==> src/rtl/reg_bus_pkg.sv <==
// rtl/reg_bus_pkg.sv - shared types and constants for the register-bus arbiter
package reg_bus_pkg;

  localparam int ADDR_W = 6;
  localparam int DATA_W = 8;

  localparam logic [7:0] STALL_MAX = 8'd255;

  typedef struct packed {
    logic              we;
    logic [ADDR_W-1:0] addr;
    logic [DATA_W-1:0] wdata;
  } reg_cmd_t;

  function automatic logic [7:0] sat_inc(input logic [7:0] val);
    return (val == STALL_MAX) ? val : val + 8'd1;
  endfunction

endpackage

==> src/rtl/reg_cmd_fifo.sv <==
// rtl/reg_cmd_fifo.sv - in-order command queue for the low-priority register master
module reg_cmd_fifo
  import reg_bus_pkg::*;
#(
  parameter int DEPTH = 4,
  localparam int LW = $clog2(DEPTH + 1),
  localparam int PW = $clog2(DEPTH)
) (
  input  logic          clk,
  input  logic          rst,
  input  logic          push,
  input  reg_cmd_t      push_cmd,
  input  logic          pop,
  output reg_cmd_t      head,
  output logic [LW-1:0] level,
  output logic          full,
  output logic          empty
);

  reg_cmd_t      mem [DEPTH];
  logic [PW-1:0] wr_ptr;
  logic [PW-1:0] rd_ptr;

  logic do_push;
  logic do_pop;

  // Guard here as well so a careless caller can never corrupt the level.
  assign do_push = push && !full;
  assign do_pop  = pop && !empty;

  assign full  = (level == LW'(DEPTH));
  assign empty = (level == '0);
  assign head  = mem[rd_ptr];

  always_ff @(posedge clk) begin
    if (rst) begin
      wr_ptr <= '0;
      rd_ptr <= '0;
      level  <= '0;
    end else begin
      if (do_push) begin
        wr_ptr <= wr_ptr + 1'b1;
      end
      if (do_pop) begin
        rd_ptr <= rd_ptr + 1'b1;
      end
      case ({do_push, do_pop})
        2'b10:   level <= level + 1'b1;
        2'b01:   level <= level - 1'b1;
        default: level <= level;
      endcase
    end
  end

  // Storage needs no reset; only entries behind the write pointer are ever read.
  always_ff @(posedge clk) begin
    if (do_push) begin
      mem[wr_ptr] <= push_cmd;
    end
  end

endmodule

==> src/rtl/reg_bus_arb.sv <==
// rtl/reg_bus_arb.sv - shares the register-file port between the SPI decoder and a queued local agent
module reg_bus_arb #(
  parameter int ADDR_W = reg_bus_pkg::ADDR_W,
  parameter int DATA_W = reg_bus_pkg::DATA_W,
  parameter int DEPTH  = 4
) (
  input  logic                       clk,
  input  logic                       rst,
  input  logic                       m0_read,
  input  logic                       m0_write,
  input  logic [ADDR_W-1:0]          m0_addr,
  input  logic [DATA_W-1:0]          m0_wdata,
  output logic [DATA_W-1:0]          m0_rdata,
  input  logic                       m1_valid,
  output logic                       m1_ready,
  input  logic                       m1_we,
  input  logic [ADDR_W-1:0]          m1_addr,
  input  logic [DATA_W-1:0]          m1_wdata,
  output logic                       m1_rvalid,
  output logic [DATA_W-1:0]          m1_rdata,
  output logic [$clog2(DEPTH+1)-1:0] m1_level,
  output logic [7:0]                 stall_cnt,
  output logic                       err_m0_rw,
  output logic                       reg_read,
  output logic                       reg_write,
  output logic [ADDR_W-1:0]          reg_addr,
  output logic [DATA_W-1:0]          reg_wdata,
  input  logic [DATA_W-1:0]          reg_rdata
);

  import reg_bus_pkg::*;

  logic     m0_act;
  logic     m0_both;
  logic     m1_issue;
  logic     m1_rd_issue;
  logic     q_full;
  logic     q_empty;
  reg_cmd_t q_head;
  reg_cmd_t q_in;

  // A double strobe is treated as no m0 access at all, freeing the bus for m1.
  assign m0_act   = m0_read ^ m0_write;
  assign m0_both  = m0_read & m0_write;
  assign m0_rdata = reg_rdata;

  assign m1_issue    = !m0_act && !q_empty;
  assign m1_rd_issue = m1_issue && !q_head.we;
  assign m1_ready    = !q_full;

  assign q_in.we    = m1_we;
  assign q_in.addr  = m1_addr;
  assign q_in.wdata = m1_wdata;

  reg_cmd_fifo #(
    .DEPTH (DEPTH)
  ) u_fifo (
    .clk      (clk),
    .rst      (rst),
    .push     (m1_valid && m1_ready),
    .push_cmd (q_in),
    .pop      (m1_issue),
    .head     (q_head),
    .level    (m1_level),
    .full     (q_full),
    .empty    (q_empty)
  );

  always_comb begin
    reg_read  = 1'b0;
    reg_write = 1'b0;
    reg_addr  = '0;
    reg_wdata = '0;
    if (m0_act) begin
      reg_read  = m0_read;
      reg_write = m0_write;
      reg_addr  = m0_addr;
      reg_wdata = m0_wdata;
    end else if (m1_issue) begin
      reg_read  = !q_head.we;
      reg_write = q_head.we;
      reg_addr  = q_head.addr;
      reg_wdata = q_head.wdata;
    end
  end

  always_ff @(posedge clk) begin
    if (rst) begin
      m1_rvalid <= 1'b0;
      m1_rdata  <= '0;
      stall_cnt <= '0;
      err_m0_rw <= 1'b0;
    end else begin
      m1_rvalid <= m1_rd_issue;
      if (m1_rd_issue) begin
        m1_rdata <= reg_rdata;
      end
      if (m0_act && !q_empty) begin
        stall_cnt <= sat_inc(stall_cnt);
      end
      err_m0_rw <= m0_both;
    end
  end

endmodule

==> config.mk <==
export PLATFORM = sky130hd
export DESIGN_NAME = reg_bus_arb
export DESIGN_NICKNAME = d
export VERILOG_FILES = /design/src/rtl/reg_bus_pkg.sv /design/src/rtl/reg_cmd_fifo.sv /design/src/rtl/reg_bus_arb.sv
export SDC_FILE = /design/constraint.sdc
export NUM_CORES = 1
export LEC_CHECK = 0
export CORE_MARGIN = 2
export CORE_UTILIZATION = 30
export DETAILED_ROUTE_END_ITERATION = 10
export GPL_ROUTABILITY_DRIVEN = 0
export PLACE_DENSITY = 0.61
export SYNTH_ARGS = -nofsm -noshare
export SYNTH_HDL_FRONTEND = slang
export SYNTH_SLANG_ARGS = --single-unit
==> constraint.sdc <==
create_clock -name clk -period 5.9 [get_ports clk]
set_clock_uncertainty 0.15 [all_clocks]
set_input_delay 0.885 -clock clk [delete_from_list [all_inputs] [get_ports clk]]
set_output_delay 0.885 -clock clk [all_outputs]
set_load 0.02 [all_outputs]
==> parameters.txt <==
Parameter                              Value

Clock tree
  H-tree depth    3
  Clock tree buffer depth    2
  Number of clock buffers inserted by TritonCTS    9
  Worst-path clk slew    0.06 ns
  Clock latency reported for the late side of the worst-skew pair    0.34 ns
  Clock Tree Root    sky130_fd_sc_hd__clkbuf_16
  Post-CTS repair timing setup buffer count    0
  TritonCTS clock tree    built
  Num Clock Sinks    87
  Number of buffers inserted by hold repair at cts    0
  Post-cts gate resize count    0

Worst setup path
  Largest fanout of any net on the critical path    23
  FF-to-FF setup slack    3.35 ns
  Critical Path Sink Type    output pin
  Kind of critical path    primary input to output pin
  Critical path required time    4.87 ns
  WP data arrival    3.15 ns
  Sort of element at the start of the critical path    primary input

STA
  Final number of setup-violating endpoints    0
  Crit path setup slack, layout    1.72 ns
  FMAX    239 MHz
  Worst max-slew margin expressed relative to the limit    0.195
  Share of the cycle needed by the critical path after routing    0.709
  Setup TNS    0 ns
  Actual transition at the worst max-transition pin    1.20 ns
  Setup repair after global routing missed its margin    false
  Number of failing hold endpoints at the final stage    0
  Count of pins over their slew limit    0
  Final worst path period need    4.18 ns

Synth
  Number of flip-flops and latches in the synthesized netlist    87
  Library cell with the largest summed area after synthesis    sky130_fd_sc_hd__edfxtp_1
  Distinct cell type count of the synthesized netlist    41
  Sequential area share after synthesis    0.623
  Mapped Area    3760 um^2
  Number of flops mapped to enable cells by yosys    60
  Avg Synthesized Cell Area    14.9 um^2
  Mapped Nets    302
  Dominant register cell in the synthesized netlist    sky130_fd_sc_hd__edfxtp_1
  Warnings, synthesis    0
  Synth Instances    252
  Share of async-settable or async-resettable flops after synthesis    0
  Top cells by area, synth    sky130_fd_sc_hd__edfxtp_1, sky130_fd_sc_hd__dfxtp_1, sky130_fd_sc_hd__mux4_2
  Area share of the largest cell type after synthesis    0.479

Drt
  Met3 WL post-DR    641 um
  Average wire per standard cell    15.5 um
  Uppermost signal routing layer after detailed routing    met4
  Routed WL    7820 um
  Antenna viol nets, final    0
  Sum of routed wire segments on met1    3400 um
  Detailed Routing Iterations Pass 1    4
  Overall via count from detail_route    2349
  Initial DRC Count    139
  Number of DRC violations after detailed routing    0
  Sum of met2 wire segment lengths after detailed routing    3680 um
  Via count normalized by instance count    4.65

Finish
  Commonest cells after routing, fill and taps aside    sky130_fd_sc_hd__clkdlybuf4s50_1, sky130_fd_sc_hd__edfxtp_1, sky130_fd_sc_hd__dfxtp_1
  Synth-to-layout area growth    33.4%
  Finished Layout Cells    505
  Number of filler cells placed in the layout    1151
  Antenna fix cells    0
  Final net count    382
  Commonest non-fill, non-tap cell in the layout    sky130_fd_sc_hd__clkdlybuf4s50_1
  Ratio of cells with drive above 1 in the final layout    0.113
  Util after Layout    0.414

Pwr
  Worst ir drop on vdd    0.000195 V
  Pwr dens    367 nW/um^2
  Power after layout    1.84 mW
  Leakage    1.69 nW

Floorplan
  Core Rows    40
  Die Outline Area    13400 um^2
  Die Height    116 um
  Boundary Pins    88
  Initial standard-cell utilization of the core    0.311
  Chip width    116 um
  Floorplan Core Area    12100 um^2

Placement
  Placed wire-length estimate after detailed placement    5160 um
  Placement Setup Slack    1.72 ns
  Number of instances in the placed design    489
  Number of port buffers    87

Global route
  Total grt overflow    0
  Largest net degree at the start of global routing    40
  Total global-route track usage    0.124
  Via count of the first global-routing pass    2440
  Wire length of the first global-routing pass    12400 um
  Antenna violations before repair    0

Outcome
  Run status    completed

Job
  Max-cap violations    0

Worst hold path
  HP Class    flop to flop
report_power, final:
part | total (mW) | internal (mW) | switching [mW]
combinational | 0.532 | 0.270 | 0.263
sequential | 0.783 | 0.721 | 0.0621
clock | 0.528 | 0.289 | 0.240
state kept, by name, indices dropped and copies added (netlist names), named ones only:
name and cells:
u_fifo.mem 60, m1_rdata 8, stall_cnt 8, u_fifo.level 3
u_fifo.rd_ptr 2, u_fifo.wr_ptr 2, err_m0_rw 1, m1_rvalid 1
per-stage QoR:
stage          instance area, um^2  hold slack, ns
3_3_place_gp                  4740           0.309
4_1_cts                       5020           0.327
6_report                      5020           0.323
5_1_grt                       5020           0.356
3_5_place_dp                  4740           0.313
2_1_floorplan                 3760           0.303
synthesized netlist by cell type, types with 5 or more instances:
| cell | n |
|---|---|
| sky130_fd_sc_hd__edfxtp_1 | 60 |
| sky130_fd_sc_hd__dfxtp_1 | 27 |
| sky130_fd_sc_hd__nand2b_1 | 18 |
| sky130_fd_sc_hd__a22o_1 | 15 |
| sky130_fd_sc_hd__mux4_2 | 12 |
| sky130_fd_sc_hd__mux2i_1 | 9 |
| sky130_fd_sc_hd__nor2_1 | 9 |
| sky130_fd_sc_hd__buf_4 | 8 |
| sky130_fd_sc_hd__clkbuf_1 | 8 |
| sky130_fd_sc_hd__a21oi_1 | 7 |
| sky130_fd_sc_hd__ha_1 | 7 |
| sky130_fd_sc_hd__inv_1 | 7 |
| sky130_fd_sc_hd__nor2b_1 | 7 |
| sky130_fd_sc_hd__and3_1 | 6 |
| sky130_fd_sc_hd__a311oi_1 | 5 |
per-layer routing:
| metal | GRT usage | up-vias |
|---|---|---|
| li1 | - | 1123 |
| met3 | 0.0513 | 9 |
| met4 | 0.0468 | 0 |
| met5 | 0 | - |
| met2 | 0.200 | 87 |
| met1 | 0.149 | 1130 |
final timing paths:
check	to	cells after the start	start
min	m1_rdata[1]	2	m1_rdata[1]
min reg2reg	m1_rdata[1]	2	m1_rdata[1]
max	reg_addr[1]	7	m0_read
max reg2reg	u_fifo.level[2]	9	u_fifo.level[0]
area by class of cell:
class | count | area [um^2] | area share
flip-flops and latches | 87 | 2340 | 0.467
multi-input cells | 137 | 1270 | 0.252
clock buffers | 9 | 225 | 0.0449
clock inverters | 7 | 52.6 | 0.0105
repair buffers | 90 | 893 | 0.178
well taps | 168 | 210 | 0.0419
inverters | 7 | 26.3 | 0.00524
kinds of logic (layout without fill, tap and decap cells):
group                      after synthesis  count (layout)  synth area share
AOI/OAI and AO/OA                       41              41            0.0835
DFF                                     87              87             0.623
adders and majority gates                8               8            0.0286
and+or+nand+nor                         58              58            0.0912
buffers and inverters                   28             113            0.0406
muxes                                   28              28             0.129
xor gates and xnor gates                 2               2           0.00466
critical path: stages:
cell and delay, ns:
sky130_fd_sc_hd__clkdlybuf4s50_1 0.44, sky130_fd_sc_hd__ha_1 0.34, sky130_fd_sc_hd__buf_4 0.24, sky130_fd_sc_hd__nor2_1 0.18, sky130_fd_sc_hd__buf_4 0.26, sky130_fd_sc_hd__a22o_1 0.18, sky130_fd_sc_hd__clkdlybuf4s50_1 0.61
(Power assumes the default switching activity.)
